==> src/rtl/datapath_controller_if.sv <==
// Instruction handshake bundle between an issuing master and the datapath_controller.
// Latency: none, wires only.
// Backpressure: the master holds instr_op/instr_data while instr_valid is high and instr_ready is low.
//   instr_valid : master -> slave, instruction present
//   instr_ready : slave -> master, controller can accept
//   instr_op    : master -> slave, 4-bit opcode
//   instr_data  : master -> slave, DATA_W-bit operand
interface datapath_controller_if #(
  parameter int DATA_W = 16
);
  logic              instr_valid;
  logic              instr_ready;
  logic [3:0]        instr_op;
  logic [DATA_W-1:0] instr_data;

  modport master (output instr_valid, output instr_op, output instr_data, input instr_ready);
  modport slave  (input instr_valid, input instr_op, input instr_data, output instr_ready);
endinterface

==> src/rtl/datapath_controller.sv <==
// Sequencer that decodes one instruction at a time and drives the accumulator DataPath controls.
// Latency: single-cycle ops strobe at k+1 and report done at k+2; MUL strobes k+1..k+MUL_CYCLES.
// Backpressure: instr_ready is high only in IDLE; valid while not ready is ignored, never queued.
//   clk, reset_n : clock, asynchronous active-low reset
//   cmd          : instruction handshake (slave side)
//   DataInput    : captured operand, changes only on handshake
//   *_AC strobes : one-hot DataPath operation strobes
//   alu_on_bus, ld_AC : ALU result onto bus, accumulator load enable
//   busy, done, illegal_op, op_count : status
module datapath_controller #(
  parameter int DATA_W     = 16,
  parameter int MUL_CYCLES = 2,
  parameter int CNT_W      = 8
) (
  input  logic              clk,
  input  logic              reset_n,
  datapath_controller_if.slave cmd,
  output logic [DATA_W-1:0] DataInput,
  output logic              Reset_AC,
  output logic              Increment_AC,
  output logic              Swaprightleft_AC,
  output logic              ShiftRight_AC,
  output logic              Add_Input_AC,
  output logic              Complement_AC,
  output logic              Multiply_AC,
  output logic              alu_on_bus,
  output logic              ld_AC,
  output logic              busy,
  output logic              done,
  output logic              illegal_op,
  output logic [CNT_W-1:0]  op_count
);

  localparam int MC_W = (MUL_CYCLES > 1) ? $clog2(MUL_CYCLES) : 1;
  localparam logic [MC_W-1:0] MUL_LAST = MC_W'(MUL_CYCLES - 1);

  typedef enum logic [1:0] {
    IDLE = 2'd0,
    EXEC = 2'd1,
    MUL  = 2'd2,
    DONE = 2'd3
  } state_t;

  state_t          state, state_nxt;
  logic [3:0]      op_q;
  logic [MC_W-1:0] mul_cnt;
  logic            accept;
  logic            mul_last;

  assign cmd.instr_ready = (state == IDLE);
  assign accept          = cmd.instr_valid && (state == IDLE);
  assign mul_last        = (mul_cnt == MUL_LAST);

  always_ff @(posedge clk or negedge reset_n) begin
    if (!reset_n) begin
      state      <= IDLE;
      op_q       <= 4'd0;
      DataInput  <= '0;
      mul_cnt    <= '0;
      illegal_op <= 1'b0;
      op_count   <= '0;
    end else begin
      state <= state_nxt;
      if (accept) begin
        op_q      <= cmd.instr_op;
        DataInput <= cmd.instr_data;
        if (cmd.instr_op[3]) illegal_op <= 1'b1;
      end
      // Counter runs only while in MUL and is cleared everywhere else,
      // so every multiply starts counting from zero.
      if (state == MUL) mul_cnt <= mul_cnt + 1'b1;
      else              mul_cnt <= '0;
      // Opcodes 8..15 have bit 3 set; everything else, NOP included, counts.
      if (state == DONE && !op_q[3]) op_count <= op_count + 1'b1;
    end
  end

  always_comb begin
    state_nxt = state;
    case (state)
      IDLE: begin
        if (accept) begin
          if (cmd.instr_op[3] || cmd.instr_op == 4'd0) state_nxt = DONE;
          else if (cmd.instr_op == 4'd7)               state_nxt = MUL;
          else                                         state_nxt = EXEC;
        end
      end
      EXEC:    state_nxt = DONE;
      MUL:     if (mul_last) state_nxt = DONE;
      DONE:    state_nxt = IDLE;
      default: state_nxt = IDLE;
    endcase
  end

  // Outputs decode from the registered state only, so an asynchronous
  // reset forces them to their idle values immediately.
  always_comb begin
    Reset_AC         = 1'b0;
    Increment_AC     = 1'b0;
    Swaprightleft_AC = 1'b0;
    ShiftRight_AC    = 1'b0;
    Add_Input_AC     = 1'b0;
    Complement_AC    = 1'b0;
    Multiply_AC      = 1'b0;
    alu_on_bus       = 1'b0;
    ld_AC            = 1'b0;
    busy             = (state != IDLE);
    done             = (state == DONE);
    case (state)
      EXEC: begin
        alu_on_bus = 1'b1;
        ld_AC      = 1'b1;
        case (op_q)
          4'd1:    Reset_AC         = 1'b1;
          4'd2:    Increment_AC     = 1'b1;
          4'd3:    Swaprightleft_AC = 1'b1;
          4'd4:    ShiftRight_AC    = 1'b1;
          4'd5:    Add_Input_AC     = 1'b1;
          4'd6:    Complement_AC    = 1'b1;
          default: ;
        endcase
      end
      MUL: begin
        Multiply_AC = 1'b1;
        alu_on_bus  = 1'b1;
        ld_AC       = mul_last;
      end
      default: ;
    endcase
  end

endmodule
==> src/flat_wrapper.sv <==
// flat-port wrapper written by rule: the top's interface ports become plain ports
module datapath_controller_flat 
#(
  parameter int DATA_W     = 16,
  parameter int MUL_CYCLES = 2,
  parameter int CNT_W      = 8
)
  (clk, reset_n, DataInput, Reset_AC, Increment_AC, Swaprightleft_AC, ShiftRight_AC, Add_Input_AC, Complement_AC, Multiply_AC, alu_on_bus, ld_AC, busy, done, illegal_op, op_count, cmd_instr_valid, cmd_instr_op, cmd_instr_data, cmd_instr_ready);
  datapath_controller_if #(.DATA_W(DATA_W)) cmd_i ();
  input  logic clk;
  input  logic reset_n;
  output logic [DATA_W-1:0] DataInput;
  output logic Reset_AC;
  output logic Increment_AC;
  output logic Swaprightleft_AC;
  output logic ShiftRight_AC;
  output logic Add_Input_AC;
  output logic Complement_AC;
  output logic Multiply_AC;
  output logic alu_on_bus;
  output logic ld_AC;
  output logic busy;
  output logic done;
  output logic illegal_op;
  output logic [CNT_W-1:0] op_count;
  input wire logic [$bits(cmd_i.instr_valid)-1:0] cmd_instr_valid;
  input wire logic [$bits(cmd_i.instr_op)-1:0] cmd_instr_op;
  input wire logic [$bits(cmd_i.instr_data)-1:0] cmd_instr_data;
  output wire logic [$bits(cmd_i.instr_ready)-1:0] cmd_instr_ready;
  assign cmd_i.instr_valid = cmd_instr_valid;
  assign cmd_i.instr_op = cmd_instr_op;
  assign cmd_i.instr_data = cmd_instr_data;
  assign cmd_instr_ready = cmd_i.instr_ready;
  datapath_controller #(.DATA_W(DATA_W), .MUL_CYCLES(MUL_CYCLES), .CNT_W(CNT_W)) u_core (.clk(clk), .reset_n(reset_n), .cmd(cmd_i), .DataInput(DataInput), .Reset_AC(Reset_AC), .Increment_AC(Increment_AC), .Swaprightleft_AC(Swaprightleft_AC), .ShiftRight_AC(ShiftRight_AC), .Add_Input_AC(Add_Input_AC), .Complement_AC(Complement_AC), .Multiply_AC(Multiply_AC), .alu_on_bus(alu_on_bus), .ld_AC(ld_AC), .busy(busy), .done(done), .illegal_op(illegal_op), .op_count(op_count));
endmodule
==> config.mk <==
export PLATFORM = sky130hd
export DESIGN_NAME = datapath_controller_flat
export DESIGN_NICKNAME = d
export VERILOG_FILES = /design/src/rtl/datapath_controller_if.sv /design/src/rtl/datapath_controller.sv /design/src/flat_wrapper.sv
export SDC_FILE = /design/constraint.sdc
export NUM_CORES = 1
export LEC_CHECK = 0
export ABC_CLOCK_PERIOD_IN_PS = 4700
export CORE_ASPECT_RATIO = 2
export CORE_MARGIN = 2
export CORE_UTILIZATION = 35
export CTS_CLUSTER_DIAMETER = 40
export CTS_CLUSTER_SIZE = 8
export DETAILED_ROUTE_END_ITERATION = 7
export PLACE_DENSITY = 0.68
export SLEW_MARGIN = 20
export SYNTH_ARGS = -nofsm -noshare
export SYNTH_HDL_FRONTEND = slang
export SYNTH_SLANG_ARGS = --single-unit
==> constraint.sdc <==
create_clock -name clk -period 4.7 [get_ports clk]
set_clock_uncertainty 0.15 [all_clocks]
set_input_delay 0.705 -clock clk [delete_from_list [all_inputs] [get_ports clk]]
set_output_delay 0.705 -clock clk [all_outputs]
set_load 0.02 [all_outputs]
==> results.toml, run 1 <==
[run_status]
status = "finished, final reports clean"

[worst_setup_path]
rrSetupSlack_ps = 2570
end_kind = "output port"
reg2reg_from = "u_core.state[0]$_DFFE_PN0P_"
worstSetupPathType = "reg -> out"
critPathMaxFanout = 4
r2r_cells = 4
required_ps = 3850
timing.rr.end = "u_core.op_q[2]$_DFFE_PN0P_"
cp-start-kind = "flip-flop"
crit_arrival_ps = 2150

[synth]
yosys.cell_types.count = 24
synth.largest_area_cell = "dfrtp_1"
syn_nets = 137
synth.area.top_cells = "dfrtp_1 (57%), mux2_1 (18%), ha_1 (5.3%), xnor2_1 (2.5%), nor2_1 (1.9%)"
syn_area_per_cell_um2 = 13.0
synthAdderAreaFrac = 0.0533
synthXorXnorAreaFrac = 0.0435
synth_compound_area_frac = 0.0249
yosysWarnings = 0
yosys.area_share.simple = 0.109
yosysTopAreaCellShare = 0.568
synthCells = 108
ys_ff_latch = 32
synth_top_family_by_area = "multiplexers"
syn_area_um2 = 1410
synthMuxAreaShare = 0.183
ys_seq_area_frac = 0.568

[cts]
cts_resized = 0
cts_num_sinks = 32
cts_made_buffers = 5
clk-insertion-delay-late_ps = 280
post_cts_buffers = 0
htreeDepth = 2
clk_path_buf_depth = 2
cts_tree = "done"
clk_pin_slew_ps = 70
root_buffer = "clkbuf_8"
hold_buffers = 0

[placed_design]
gp_congestion = 0.796
io_buffers = 59
hpwlAfterDp_mm = 2.34
place_area_um2 = 2060

[routing]
drt-initial-drc-count = 7
ant_nets = 0
viasPerCell = 4.71
drt-total-wl_mm = 3.04
top_layer_used = "met4"
wl_per_cell_um = 13.5
drt-met1-wl_mm = 1.21
drc = 0
drt_first_pass_iters = 4
met3_length_um = 141
num_vias = 1059
wl_met2_mm = 1.62

[sta]
slew_viol_final = 0
relSlewSlack = 0.442
fmax_mhz = 333
rsz0062_at_grt = "false"
period_share = 0.640
hold_viol_final = 0
period_minus_slack_ps = 3010
setup_viol_count_final = 0
worst_pin_slew_ps = 835
setup_tns_ps = 0

[global_routing]
grt_pass1_vias = 1065
grt_pass1_wl_mm = 5.18
grt_max_degree = 33
overflow = 0
antenna_found_initial = 0
track_usage = 0.148

[job]
cap_violations = 0

[finish]
final_cell_mix = "clkdlybuf4s50_1 (59), dfrtp_1 (32), mux2_1 (22), nor2_1 (7)"
multi_input_area_um2 = 583
finalInstanceArea_um2 = 2150
synthToLayoutAreaGrowth_pct = 52.8
seq_area_um2 = 801
final_common_cell = "clkdlybuf4s50_1"
diodes = 0
nets = 202
layout-drive-gt1-share = 0.0575
fill_cells = 355

[pwr]
power_density_nw_per_um2 = 674
power_leakage_nw = 0.929
ir_drop_v = 0.000443

[floorplanning]
fp-row-count = 32
core_area_um2 = 3840
io_pins = 60
die_area_um2 = 4580
start_util = 0.367
die_w_um = 48.9
die_h_um = 93.7

[min_path]
min_from = "u_core.mul_cnt$_DFF_PN0_"
hp-class = "reg -> reg"
holdPathEnd = "u_core.mul_cnt$_DFF_PN0_"
holdPathStages = 1
-- power breakdown --
part	internal (W)	switching, W
registers	0.000405	0.0000898
clock network	0.000117	0.000101
logic	0.000382	0.000357
-- layer usage --
metal  GRT usage  vias up
met5           0        -
met4      0.0714        0
met3      0.0350        5
met2       0.248       35
met1       0.176      515
li1            -      504
-- worst max-delay path: stages, from the launching register on --
cell and delay, ps:
dfrtp_1 410, inv_1 120, ha_1 190, or3b_1 410
nor2_1 130, clkdlybuf4s50_1 620
-- synth_stat cells --
master and instances:
xor2_1 3, nand3_1 1, a41o_1 1, dfrtp_1 32, or3_1 1, nand3b_1 2, and3_1 1, nand2_1 6
mux2i_1 1, a31oi_1 1, nand4_1 1, xnor2_1 4, nand2b_1 2, inv_1 4, a31o_2 1, or3b_1 1
and4b_1 1, mux2_1 22, ha_1 6, nor3_1 2, buf_2 2, nor2b_1 4, a21oi_1 2, nor2_1 7
-- area by class of cell --
cell class	instances	share of cell area
clock buffer	6	0.0383
multi-input combinational	70	0.271
inverter	4	0.00697
timing repair buffer	60	0.278
tap	51	0.0296
clock inverter	2	0.00465
sequential	32	0.372
-- sequential cells by signal, indices dropped and copies added, names as in the netlist --
signal,cells
u_core.illegal_op,1
u_core.op_count,8
u_core.state,2
u_core.op_q,4
u_core.DataInput,16
u_core.mul_cnt,1
-- worst max-delay path by stage --
stage	start	endpoint	slack, ps	cells past startpoint
final	u_core.state[1]$_DFFE_PN0P_	Increment_AC	1690	5
after global routing	u_core.state[1]$_DFFE_PN0P_	Increment_AC	1580	5
after CTS	u_core.state[1]$_DFFE_PN0P_	Increment_AC	1670	5
after detailed placement	u_core.state[1]$_DFFE_PN0P_	Increment_AC	1980	5
after global placement	u_core.state[1]$_DFFE_PN0P_	Complement_AC	2070	5
after floorplan	u_core.state[1]$_DFFE_PN0P_	Complement_AC	2510	4
-- cell families (layout without fill, tap and decap cells) --
| logic type | count (synthesis) | in the layout |
|---|---|---|
| DFF | 32 | 32 |
| and+or+nand+nor | 29 | 29 |
| muxes | 23 | 23 |
| xor gates and xnor gates | 7 | 7 |
| adders and majority gates | 6 | 6 |
| buffers and inverters | 6 | 72 |
| AOI/OAI and AO/OA | 5 | 5 |
-- stage by stage --
stage	power (W)	cells	utilization	worst slack, ps	hold slack [ps]
floorplan	0.000899	108	-	2510	259
global placement	0.00122	217	0.536	2070	292
detailed placement	0.00125	217	0.536	1980	292
CTS	0.00147	225	0.560	1670	302
global route	0.00155	225	0.560	1580	325
finish	0.00145	225	0.560	1690	300
No activity file was read; power rests on OpenSTA's default activity.
==> run 2, diff against run 1 <==
Settings changed: ABC_CLOCK_PERIOD_IN_PS 4700 to 3000.
Clock period 4.7 ns to 3 ns, I/O delays scaled along.
==> results.toml, run 2 (same netlist as run 1, synthesis figures left out) <==
[cts]
hold_buffers = 0
clk_pin_slew_ps = 60
cts_tree = "done"
root_buffer = "clkbuf_8"
clk-insertion-delay-late_ps = 280
cts_made_buffers = 5
cts_num_sinks = 32
cts_resized = 0
htreeDepth = 2
post_cts_buffers = 0
clk_path_buf_depth = 2

[global_routing]
grtUsageMet1 = 0.170
grt_pass1_wl_mm = 5.13
grt_pass1_vias = 1079
track_usage = 0.146
grt_busiest_layer = "met2"
gr-usage-met3 = 0.0382
overflow = 0
antenna_found_initial = 0
met2_usage = 0.244
grt_max_degree = 33

[finish]
seq_area_um2 = 801
final_cell_mix = "clkdlybuf4s50_1 (59), dfrtp_1 (32), mux2_1 (22), nor2_1 (7)"
fill_cells = 354
regMostFlops = "u_core.DataInput"
layout-drive-gt1-share = 0.0460
nets = 202
finalNonFillerCells = 225
largest_registers = "u_core.DataInput (16), u_core.op_count (8), u_core.op_q (4)"
largest_register_ffs = 16
synthToLayoutAreaGrowth_pct = 52.7
multi_input_area_um2 = 583
final_common_cell = "clkdlybuf4s50_1"
diodes = 0

[sta]
hold_ws_ps = 301
period_share = 0.915
hold_viol_final = 0
fmax_mhz = 364
slew_viol_final = 0
period_minus_slack_ps = 2740
worst_pin_slew_ps = 848
setup_viol_count_final = 0
setup_tns_ps = 0
relSlewSlack = 0.433
rsz0062_at_grt = "false"

[floorplanning]
start_util = 0.367
die_h_um = 93.7
die_w_um = 48.9
fp-row-count = 32
die_area_um2 = 4580
core_area_um2 = 3840
io_pins = 60

[routing]
drt-initial-drc-count = 3
drt-total-wl_mm = 3.03
viasPerCell = 4.74
drc = 0
wl_per_cell_um = 13.5
ant_nets = 0
drt_first_pass_iters = 2
num_vias = 1067

[worst_setup_path]
crit_arrival_ps = 2140
end_kind = "output port"
critPathMaxFanout = 4
path_delay_family = "buffers and inverters"
max_stage_delay_ps = 620
required_ps = 2400
path_cells = "inv_1 > ha_1 > or3b_1 > nor2_1 > clkdlybuf4s50_1"
worstSetupPathType = "reg -> out"
cp_num_buf_inv = 2
cp-start-kind = "flip-flop"
slowest_stage = "clkdlybuf4s50_1"

[placed_design]
hpwlAfterDp_mm = 2.36
gp_congestion = 0.796
io_buffers = 59
dp.cells = 217

[pwr]
power_leakage_nw = 0.923
ir_drop_v = 0.000557
power_density_nw_per_um2 = 1050

[min_path]
hp-class = "reg -> reg"

[job]
cap_violations = 0

[run_status]
status = "finished, final reports clean"
==> run 2: changes by cell type in the layout (fill, tap and decap cells not counted), sizes merged <==
cell / before / now
clkbuf: 6 / 8
clkinv: 2 / 0
==> run 2: final timing paths <==
kind                                              from                                to  slack [ps]  depth (start not counted)
max in group asynchronous                      reset_n  u_core.DataInput[10]$_DFFE_PN0P_        1980                          2
max                        u_core.state[1]$_DFFE_PN0P_                      Increment_AC         260                          5
max reg2reg                u_core.state[0]$_DFFE_PN0P_  u_core.DataInput[10]$_DFFE_PN0P_         850                          4
min in group asynchronous                      reset_n    u_core.op_count[5]$_DFFE_PN0P_         420                          2
min reg2reg                   u_core.mul_cnt$_DFF_PN0_          u_core.mul_cnt$_DFF_PN0_         300                          1
min                           u_core.mul_cnt$_DFF_PN0_          u_core.mul_cnt$_DFF_PN0_         300                          1
==> run 2: per-layer routing <==
metal | wire, um | part of all wire
met2 | 1660 | 0.55
met1 | 1150 | 0.38
met3 | 149 | 0.049
met5 | 0 | 0
met4 | 66 | 0.022
==> run 2: cell type report <==
type                    instances  share of cell area
inverters                       4             0.00698
repair buffers                 60               0.278
flip-flops and latches         32               0.372
well taps                      51              0.0297
clock buffers                   8              0.0419
multi-input cells              70               0.271
==> run 2: where the power goes <==
group / switching (W) / internal [W]
clock: 0.000146 / 0.000187
sequential: 0.000139 / 0.000634
combinational: 0.000563 / 0.000598
==> run 2: metrics by stage <==
stage | setup slack [ps] | utilization | total power [W] | instance area, um^2
floorplan | 1070 | - | 0.00141 | 1410
global placement | 629 | 0.536 | 0.00192 | 2060
detailed placement | 540 | 0.536 | 0.00196 | 2060
CTS | 230 | 0.560 | 0.00230 | 2150
global route | 148 | 0.560 | 0.00242 | 2150
finish | 256 | 0.560 | 0.00227 | 2150
